[src/rtl/apb_pkg.sv]
// Shared types and helpers for the APB register-file completer:
// FSM state encoding, default widths, error decode and byte-strobe merge.
package apb_pkg;

   localparam int DEFAULT_DATA_WIDTH = 32;
   localparam int DEFAULT_ADDR_WIDTH = 12;
   localparam int MAX_DATA_WIDTH     = 128;
   localparam int MAX_STRB_WIDTH     = MAX_DATA_WIDTH / 8;

   typedef enum logic [0:0] {
      IDLE   = 1'b0,
      ACCESS = 1'b1
   } apb_state_e;

   // Flags a byte address that is not word aligned or whose word index is past the bank.
   function automatic logic addr_err(input logic [31:0] addr, input int unsigned num_regs);
      logic err;
      err = (addr[1:0] != 2'b00) || ((addr >> 2) >= num_regs);
      return err;
   endfunction

   function automatic logic [MAX_DATA_WIDTH-1:0] strb_merge(
      input logic [MAX_DATA_WIDTH-1:0] old_data,
      input logic [MAX_DATA_WIDTH-1:0] new_data,
      input logic [MAX_STRB_WIDTH-1:0] strb
   );
      logic [MAX_DATA_WIDTH-1:0] merged;
      merged = old_data;
      for (int b = 0; b < MAX_STRB_WIDTH; b++) begin
         if (strb[b]) begin
            merged[8*b +: 8] = new_data[8*b +: 8];
         end else begin
            merged[8*b +: 8] = old_data[8*b +: 8];
         end
      end
      return merged;
   endfunction

endpackage

[src/rtl/apb_regfile.sv]
// Register bank: NUM_REGS words with byte-strobed writes and a combinational read port.
// Out-of-range indices never write and read back as zero.
module apb_regfile
   import apb_pkg::*;
#(
   parameter int DATA_WIDTH = DEFAULT_DATA_WIDTH,
   parameter int NUM_REGS   = 16,
   parameter int IDX_WIDTH  = 10
) (
   input  logic                    clk,
   input  logic                    rst,
   input  logic                    wr_en,
   input  logic [IDX_WIDTH-1:0]    wr_idx,
   input  logic [DATA_WIDTH-1:0]   wr_data,
   input  logic [DATA_WIDTH/8-1:0] wr_strb,
   input  logic [IDX_WIDTH-1:0]    rd_idx,
   output logic [DATA_WIDTH-1:0]   rd_data
);

   localparam int REG_IDX_WIDTH = (NUM_REGS > 1) ? $clog2(NUM_REGS) : 1;

   logic [DATA_WIDTH-1:0] regs_q [NUM_REGS];
   logic [DATA_WIDTH-1:0] regs_d [NUM_REGS];

   always_comb begin
      regs_d = regs_q;
      if (wr_en && (wr_idx < IDX_WIDTH'(NUM_REGS))) begin
         regs_d[wr_idx[REG_IDX_WIDTH-1:0]] = DATA_WIDTH'(strb_merge(
            MAX_DATA_WIDTH'(regs_q[wr_idx[REG_IDX_WIDTH-1:0]]),
            MAX_DATA_WIDTH'(wr_data),
            MAX_STRB_WIDTH'(wr_strb)));
      end else begin
         regs_d = regs_q;
      end
   end

   always_comb begin
      rd_data = '0;
      if (rd_idx < IDX_WIDTH'(NUM_REGS)) begin
         rd_data = regs_q[rd_idx[REG_IDX_WIDTH-1:0]];
      end else begin
         rd_data = '0;
      end
   end

   always_ff @(posedge clk) begin
      if (rst) begin
         for (int i = 0; i < NUM_REGS; i++) begin
            regs_q[i] <= '0;
         end
      end else begin
         regs_q <= regs_d;
      end
   end

endmodule

[src/rtl/apb_regfile_slave.sv]
// APB4-subset completer in front of apb_regfile: setup/access FSM, programmable
// wait states, and registered PREADY/PRDATA/PSLVERR.
module apb_regfile_slave
   import apb_pkg::*;
#(
   parameter int DATA_WIDTH  = DEFAULT_DATA_WIDTH,
   parameter int ADDR_WIDTH  = DEFAULT_ADDR_WIDTH,
   parameter int NUM_REGS    = 16,
   parameter int WAIT_CYCLES = 1
) (
   input  logic                    clk,
   input  logic                    rst,
   input  logic                    psel,
   input  logic                    penable,
   input  logic                    pwrite,
   input  logic [ADDR_WIDTH-1:0]   paddr,
   input  logic [DATA_WIDTH-1:0]   pwdata,
   input  logic [DATA_WIDTH/8-1:0] pstrb,
   output logic                    pready,
   output logic [DATA_WIDTH-1:0]   prdata,
   output logic                    pslverr
);

   localparam int IDX_WIDTH = ADDR_WIDTH - 2;
   localparam int CNT_W     = 4;

   apb_state_e              state_q,   state_d;
   logic [CNT_W-1:0]        cnt_q,     cnt_d;
   logic                    pwrite_q,  pwrite_d;
   logic [ADDR_WIDTH-1:0]   paddr_q,   paddr_d;
   logic [DATA_WIDTH-1:0]   pwdata_q,  pwdata_d;
   logic [DATA_WIDTH/8-1:0] pstrb_q,   pstrb_d;
   logic                    pready_q,  pready_d;
   logic [DATA_WIDTH-1:0]   prdata_q,  prdata_d;
   logic                    pslverr_q, pslverr_d;

   logic                    wr_en_s;
   logic [IDX_WIDTH-1:0]    rd_idx_s;
   logic [DATA_WIDTH-1:0]   rd_data_s;
   logic                    rsp_err_s;
   logic                    rsp_write_s;

   apb_regfile #(
      .DATA_WIDTH (DATA_WIDTH),
      .NUM_REGS   (NUM_REGS),
      .IDX_WIDTH  (IDX_WIDTH)
   ) u_regfile (
      .clk     (clk),
      .rst     (rst),
      .wr_en   (wr_en_s),
      .wr_idx  (paddr_q[ADDR_WIDTH-1:2]),
      .wr_data (pwdata_q),
      .wr_strb (pstrb_q),
      .rd_idx  (rd_idx_s),
      .rd_data (rd_data_s)
   );

   // With zero wait states the response is built from the live setup-phase address.
   always_comb begin
      rd_idx_s = paddr_q[ADDR_WIDTH-1:2];
      if (state_q == IDLE) begin
         rd_idx_s = paddr[ADDR_WIDTH-1:2];
      end else begin
         rd_idx_s = paddr_q[ADDR_WIDTH-1:2];
      end
   end

   always_comb begin
      state_d     = state_q;
      cnt_d       = cnt_q;
      pwrite_d    = pwrite_q;
      paddr_d     = paddr_q;
      pwdata_d    = pwdata_q;
      pstrb_d     = pstrb_q;
      pready_d    = 1'b0;
      prdata_d    = '0;
      pslverr_d   = 1'b0;
      wr_en_s     = 1'b0;
      rsp_err_s   = addr_err(32'(paddr_q), NUM_REGS);
      rsp_write_s = pwrite_q;
      case (state_q)
         IDLE: begin
            if (psel && !penable) begin
               state_d     = ACCESS;
               pwrite_d    = pwrite;
               paddr_d     = paddr;
               pwdata_d    = pwdata;
               pstrb_d     = pstrb;
               cnt_d       = CNT_W'(WAIT_CYCLES);
               rsp_err_s   = addr_err(32'(paddr), NUM_REGS);
               rsp_write_s = pwrite;
               pready_d    = (WAIT_CYCLES == 0);
            end else begin
               state_d = IDLE;
            end
         end
         ACCESS: begin
            // The response cycle is the commit point; an abort before it leaves the bank untouched.
            if (pready_q) begin
               state_d = IDLE;
               wr_en_s = pwrite_q && !pslverr_q;
            end else if (!psel) begin
               state_d = IDLE;
            end else if (penable && (cnt_q != CNT_W'(0))) begin
               cnt_d    = cnt_q - CNT_W'(1);
               pready_d = (cnt_q == CNT_W'(1));
            end else begin
               cnt_d = cnt_q;
            end
         end
         default: begin
            state_d = IDLE;
         end
      endcase
      if (pready_d) begin
         pslverr_d = rsp_err_s;
         prdata_d  = (rsp_err_s || rsp_write_s) ? '0 : rd_data_s;
      end else begin
         pslverr_d = 1'b0;
         prdata_d  = '0;
      end
   end

   always_ff @(posedge clk) begin
      if (rst) begin
         state_q   <= IDLE;
         cnt_q     <= '0;
         pwrite_q  <= 1'b0;
         paddr_q   <= '0;
         pwdata_q  <= '0;
         pstrb_q   <= '0;
         pready_q  <= 1'b0;
         prdata_q  <= '0;
         pslverr_q <= 1'b0;
      end else begin
         state_q   <= state_d;
         cnt_q     <= cnt_d;
         pwrite_q  <= pwrite_d;
         paddr_q   <= paddr_d;
         pwdata_q  <= pwdata_d;
         pstrb_q   <= pstrb_d;
         pready_q  <= pready_d;
         prdata_q  <= prdata_d;
         pslverr_q <= pslverr_d;
      end
   end

   assign pready  = pready_q;
   assign prdata  = prdata_q;
   assign pslverr = pslverr_q;

endmodule

[config.mk]
export PLATFORM = sky130hd
export DESIGN_NAME = apb_regfile_slave
export DESIGN_NICKNAME = d
export VERILOG_FILES = /design/src/rtl/apb_pkg.sv /design/src/rtl/apb_regfile.sv /design/src/rtl/apb_regfile_slave.sv
export SDC_FILE = /design/constraint.sdc
export NUM_CORES = 2
export LEC_CHECK = 0
export CELL_PAD_IN_SITES_DETAIL_PLACEMENT = 0
export CELL_PAD_IN_SITES_GLOBAL_PLACEMENT = 1
export CORE_MARGIN = 1
export CORE_UTILIZATION = 51
export CTS_CLUSTER_DIAMETER = 40
export CTS_CLUSTER_SIZE = 30
export DETAILED_ROUTE_END_ITERATION = 10
export GPL_ROUTABILITY_DRIVEN = 0
export PLACE_DENSITY = 0.93
export SLEW_MARGIN = 40
export SYNTH_ARGS = -nofsm -noshare
export SYNTH_HDL_FRONTEND = slang
export SYNTH_HIERARCHICAL = 1
export SYNTH_SLANG_ARGS = --single-unit
[constraint.sdc]
create_clock -name clk -period 4 [get_ports clk]
set_input_delay 1 -clock clk [delete_from_list [all_inputs] [get_ports clk]]
set_output_delay 1 -clock clk [all_outputs]
set_load 0.02 [all_outputs]
# ---- After elaboration in Yosys (flattened, before gate mapping)
# Cells that the tools add are included.
dict set report op_classes {
  add_sub_neg 1
  n_lt_le_gt_ge 7
  eq_ne 5
  mux 37
  bitwise_logic 5
  n_reduce_logical 17
}
# op n
set op_table {}
lappend op_table {{512-bit bitwise mux} 1}
lappend op_table {{32-bit binary-select mux with 4-bit select} 2}
lappend op_table {{32-bit 2-to-1 mux} 5}
lappend op_table {{32-bit demux with 4-bit select} 1}
lappend op_table {{8-bit 2-to-1 mux} 8}
lappend op_table {{10-bit by 5-bit greater-or-equal comparator with 1-bit output, second input constant} 2}
lappend op_table {{10-bit by 5-bit < comparator with 1-bit output, second input constant} 2}
lappend op_table {{4-bit 2-to-1 mux} 4}
lappend op_table {{1-bit 2-to-1 mux} 12}
lappend op_table {{5-bit greater-or-equal comparator, second input constant} 2}
lappend op_table {{10-bit 2-to-1 mux} 1}
lappend op_table {{4-bit NOT with 5-bit output} 2}
lappend op_table {{4-bit case mux with 2 select lines} 1}
lappend op_table {{1-bit logical AND} 5}
lappend op_table {{5-bit by 1-bit < comparator with 1-bit output, second input constant} 1}
lappend op_table {{4-bit by 1-bit == test with 1-bit output, second input constant} 1}
lappend op_table {{2-bit by 1-bit != test with 1-bit output, second input constant} 2}
lappend op_table {{2-bit != test, second input constant} 2}
lappend op_table {{1-bit case mux with 2 select lines} 2}
lappend op_table {{4-bit AND reduction} 1}
lappend op_table {{2-bit nonzero test} 2}
lappend op_table {{4-bit nonzero test} 1}
lappend op_table {{4-bit OR reduction} 1}
lappend op_table {{4-bit by 1-bit subtractor with 4-bit output, second input constant} 1}
lappend op_table {{5 further kinds} 10}
dict set report totals {
  register_bits 600
  in_bits 53
  output_inout_bits 34
  word_cells 97
}

# ---- Longest topological paths before layout
dict set report logic_depth {
  depth_word 8
  ltp_mapped 12
  ltp_nobuf 7
}

# ---- Cells and area by module
# The synthesis kept the hierarchy.
# module instances cells_each area_each_um2 seq_area_each_um2
set by_module_without_submodules {}
lappend by_module_without_submodules {apb_regfile 1 2507 28589.9 10249.8}
lappend by_module_without_submodules {apb_regfile_slave 1 385 3568.4 1761.7}

# ---- Worst setup path before layout
# No wires, ideal clock.
dict set report synth_timing {
  kind {input -> register}
  start {input port paddr[2]}
  end {register prdata_q[22], in the netlist prdata[22]}
  setup_time_ps 154
  arrival_ps 2849
  required_ps 3846
  path_slack_ps 997
  cell_stages 8
  path_buffers 2
  path_cell_list {mux2_2 buf_2 buf_1 mux4_2 a211oi_1 a211oi_1 nand2_1 a2111oi_4}
}
dict set report synth_between {
  elab_chain_len 6
  word_cells_on_any_way 13
  classes_between {order compare (2); mux (6); bitwise (2); reduce/logical (3)}
}
# element line_no
set synth_rtl {}
lappend synth_rtl {{start, declared} apb_regfile_slave.sv:16} ;# input logic [ADDR_WIDTH-1:0] paddr,
lappend synth_rtl {{10-bit by 5-bit greater-or-equal comparator with 1-bit output} apb_pkg.sv:18} ;# err = (addr[1:0] != 2'b00) || ((addr >> 2) >= num_regs);
lappend synth_rtl {{1-bit logical OR} apb_pkg.sv:18}
lappend synth_rtl {{1-bit 2-to-1 mux} apb_regfile_slave.sv:83} ;# if (psel && !penable) begin
lappend synth_rtl {{1-bit 2-to-1 mux} apb_regfile_slave.sv:81} ;# case (state_q)
lappend synth_rtl {{1-bit logical OR} apb_regfile_slave.sv:117} ;# prdata_d = (rsp_err_s || rsp_write_s) ? '0 : rd_data_s;
lappend synth_rtl {{4-bit OR reduction (no line)} --}
lappend synth_rtl {{end signal, assigned} apb_regfile_slave.sv:143} ;# prdata_q <= prdata_d;
lappend synth_rtl {{end, declared} apb_regfile_slave.sv:34} ;# logic [DATA_WIDTH-1:0] prdata_q, prdata_d;
# Several ways; a longest one is shown, not always the timed one. The select of a mux whose other input is x is not followed.
# A chain may end at the register's enable or synchronous reset.

# ---- Worst setup path after layout
dict set report layout_timing {
  start {register state_q}
  end {register u_regfile/regs_q[98] (netlist bit)}
}
dict set report layout_between {
  elab_chain_len 2
}
# element line_no
set layout_rtl {}
lappend layout_rtl {{start, declared} apb_regfile_slave.sv:27} ;# apb_state_e state_q, state_d;
lappend layout_rtl {{start signal, assigned} apb_regfile_slave.sv:136} ;# state_q <= state_d;
lappend layout_rtl {{1-bit 2-to-1 mux} apb_regfile_slave.sv:81}
lappend layout_rtl {{named net wr_en_s} apb_regfile_slave.sv:37} ;# logic wr_en_s;
lappend layout_rtl {{1-bit logical AND} apb_regfile.sv:27} ;# if (wr_en && (wr_idx < IDX_WIDTH'(NUM_REGS))) begin
lappend layout_rtl {{end signal, assigned} apb_regfile.sv:52} ;# regs_q <= regs_d;
lappend layout_rtl {{end, declared} apb_regfile.sv:22} ;# logic [DATA_WIDTH-1:0] regs_q [NUM_REGS];
# The timed path passes the listed nets, and every way through them passes these cells.

==> summary.md <==
| Metric | Value |
|---|---|
| Vias in the first global route | 25835 |
| Post-synth ARST share | 0% |
| Hold Vio Cnt, Final | 0 |
| Final std cells w/o fill | 3707 |
| Commonest non-fill, non-tap cell in the layout | dfxtp_1 |
| CP max stage delay | 0.84 ns |
| WP buf/inv | 2 |
| Nets | 2867 |
| Post-CTS sizing | 0 |
| Worst skew pair latency | 0.63 ns |
| Crit-path cells | nand2_1 > nor3b_1 > nor3b_2 > buf_4 > nand4_4 > buf_12 > o31ai_1 |
| Tot GR Track Use | 30.81% |
| Crit path depth | 7 |
| Post-DP Area | 0.03334 mm2 |
| Worst-margin pin slew | 0.8932 ns |
| Clock tree sinks | 600 |
| Final setup fails | 0 |
| Share of cells above drive strength 1 | 21.37% |
| Syn Area/Cell | 11.12 um2 |
| Synthesized area | 0.03216 mm2 |
| Synth Instances | 2892 |
| Hold Startpoint | pwdata_q[10]$_SDFFE_PP0P_ |
| Clk root buf | clkbuf_16 |
| P per Cell Area | 402.1 mW/mm2 |
| Max_slew headroom | 40.45% |
| Post-route total power | 14580 uW |
| Worst Path Arrival | 3.85 ns |
| Hold Path Depth | 2 |
| Fin crit period | 3.366 ns |
| Max Cap Violations | 0 |
| Slowest stage cell, crit path | dfxtp_1 |
| Fillcell total | 4808 |
| Fin. max-slew vios | 0 |
| Fin Clk Skew | 0.03207 ns |
| WL per Instance | 27.04 um |
| Worst IR Drop VDD | 0.2658 mV |
| Via Count | 26395 |
| Global-route wire length before repair | 152700 um |
| Top FF cell, synth | dfxtp_1 |
| Vias per cell | 7.120 |
| Initial antenna violation count | 0 |
| Dpl cells | 3545 |
| CTS Buf Count | 77 |
| Seq cells post-synth | 600 |
| CTS tree | built |
| Hold WS | 0.4595 ns |
| DRC viols | 0 |
| Pin count of the biggest net entering global routing | 237 |
| Post-synth EDFFs | 0 |
| WP data required | 4.49 ns |
| Syn nets | 2948 |
| CP top delay family | simple AND/OR/NAND/NOR gates |
| Post-CTS Setup Inserts | 0 |
| Starting density of the core | 51.82% |
| Clock input transition at the sequential cells of the worst setup and hold paths | 0.06 ns |
| Htree depth | 3 |
| Drt pass-1 iters | 6 |
| Clock Path Buffers | 3 |
| Final Routed Wirelength | 100200 um |
| CP startpoint | state_q$_SDFF_PP0_ |
| Setup TNS | 0 ns |
| Sequential share of the synthesized area | 37.35% |
| Num ports | 87 |
| Most frequent cells in the layout | dfxtp_1, nand3b_1, o31ai_1 |
| Row count | 91 |
| I/O Buffers | 86 |
| Hold Path Class | reg2reg |
| Dpl hpwl | 57470 um |
| Critical path class | reg2reg |
| Starting DRC count in detailed routing | 3764 |
| Area grow syn2layout | 12.78% |
| Post-route cell area | 0.03627 mm2 |
| Critical R2R Launch | state_q$_SDFF_PP0_ |
| Yosys Warn Count | 6 |
| RSZ-0062 raised after global routing | no |
| CP Max Fanout | 44 |
| Die area | 0.06406 mm2 |
| Fmax | 297.1 MHz |
| Endpoint type of the worst setup path | flip-flop |
| Core area | 0.06205 mm2 |
| Fin crit share | 84.15% |
| Synth unique cells | 49 |
| Total congestion overflow | 0 |
| Die width | 253.1 um |
| ANT nets after route | 0 |
| Cells on worst reg2reg path | 7 |
| Critical Path Start Type | flip-flop |
| Status | complete, no violations |
| Die height | 253.1 um |
| P_leak | 0.01172 uW |
| Post-cts hold buffer count | 0 |
[where the power goes]
group | internal, uW | total (uW) | switching (uW)
sequential | 6000 | 6040 | 36.9
clock | 4520 | 7400 | 2880
combinational | 413 | 1150 | 736
[routing by layer]
metal	wire (um)	track usage [%]	vias up
met5	0	0	-
met4	4481	14.81	0
met3	10550	6.435	327
met2	46380	48.81	1659
met1	38830	40.10	13179
li1	-	-	11230
[cell type report]
cell class	instances	area, um2	area share (%)
multi-input cells	1889	18280	50.41
clock buffers	84	2026	5.585
flip-flops and latches	600	12020	33.14
well taps	837	1047	2.888
clock inverters	53	709.4	1.956
repair buffers	206	2041	5.627
inverters	37	138.9	0.3829
diodes	1	2.502	0.006900
[state kept, by name, indices dropped and copies added (netlist names)]
signal	cells
cnt_q	4
paddr_q	12
prdata	32
pready	1
pslverr	1
pstrb_q	4
pwdata_q	32
pwrite_q	1
state_q	1
u_regfile/regs_q	512
[Yosys cell counts, types with 3 or more instances]
master,count,area [um2]
buf_2,57,285.3
buf_6,37,416.7
a2111oi_2,25,375.4
nor3_1,4,20.02
a211oi_1,67,503.0
mux4_2,224,5045
clkbuf_1,239,897.1
nor2_1,5,18.77
a22o_1,32,280.3
o31ai_2,33,412.9
nand4_4,14,297.8
dfxtp_1,600,12010
o22ai_1,32,200.2
nand3b_1,515,3866
or3_1,3,18.77
inv_1,37,138.9
a21o_1,32,240.2
buf_4,23,172.7
a21oi_1,50,250.2
mux2i_1,96,960.9
nand2_1,161,604.3
and2_1,3,18.77
nor3b_1,3,22.52
nor2b_1,36,225.2
nand4b_1,3,26.28
nor4_1,3,18.77
nor4b_4,32,760.7
a2111oi_4,3,82.58
ha_1,3,37.54
mux2_2,10,112.6
buf_1,8,30.03
o31ai_1,479,3596
[cells by family after synthesis]
kind of cell             Yosys count  share of synthesized area [%]
flip-flops                       600                          37.35
buffers and inverters            403                          6.066
AO/OA/AOI/OAI                    760                          18.64
multiplexers                     330                          19.03
adder cells (fa/ha/maj)            3                         0.1167
AND/OR/NAND/NOR                  796                          18.80
[worst min-delay path, cell delays in order (launching register included)]
cell and delay, ns:
dfxtp_1 0.30, nand2_1 0.05, a21oi_1 0.06
[worst paths after layout]
check	end	slack (ns)
setup / recovery	u_regfile/regs_q[98]$_SDFFE_PP0P_	0.63
hold / removal	pwdata_q[10]$_SDFFE_PP0P_	0.46
setup reg to reg	u_regfile/regs_q[98]$_SDFFE_PP0P_	0.63
hold reg to reg	pwdata_q[10]$_SDFFE_PP0P_	0.46
[stage by stage]
stage / setup WS [ns] / utilization [%]
finish: 0.6341 / 58.45
global route: 0.5355 / 58.44
CTS: 0.7306 / 58.14
detailed placement: 0.3548 / 53.73
global placement: 0.3895 / 53.73
floorplan: 0.9970 / -
(Power assumes the default switching activity.)
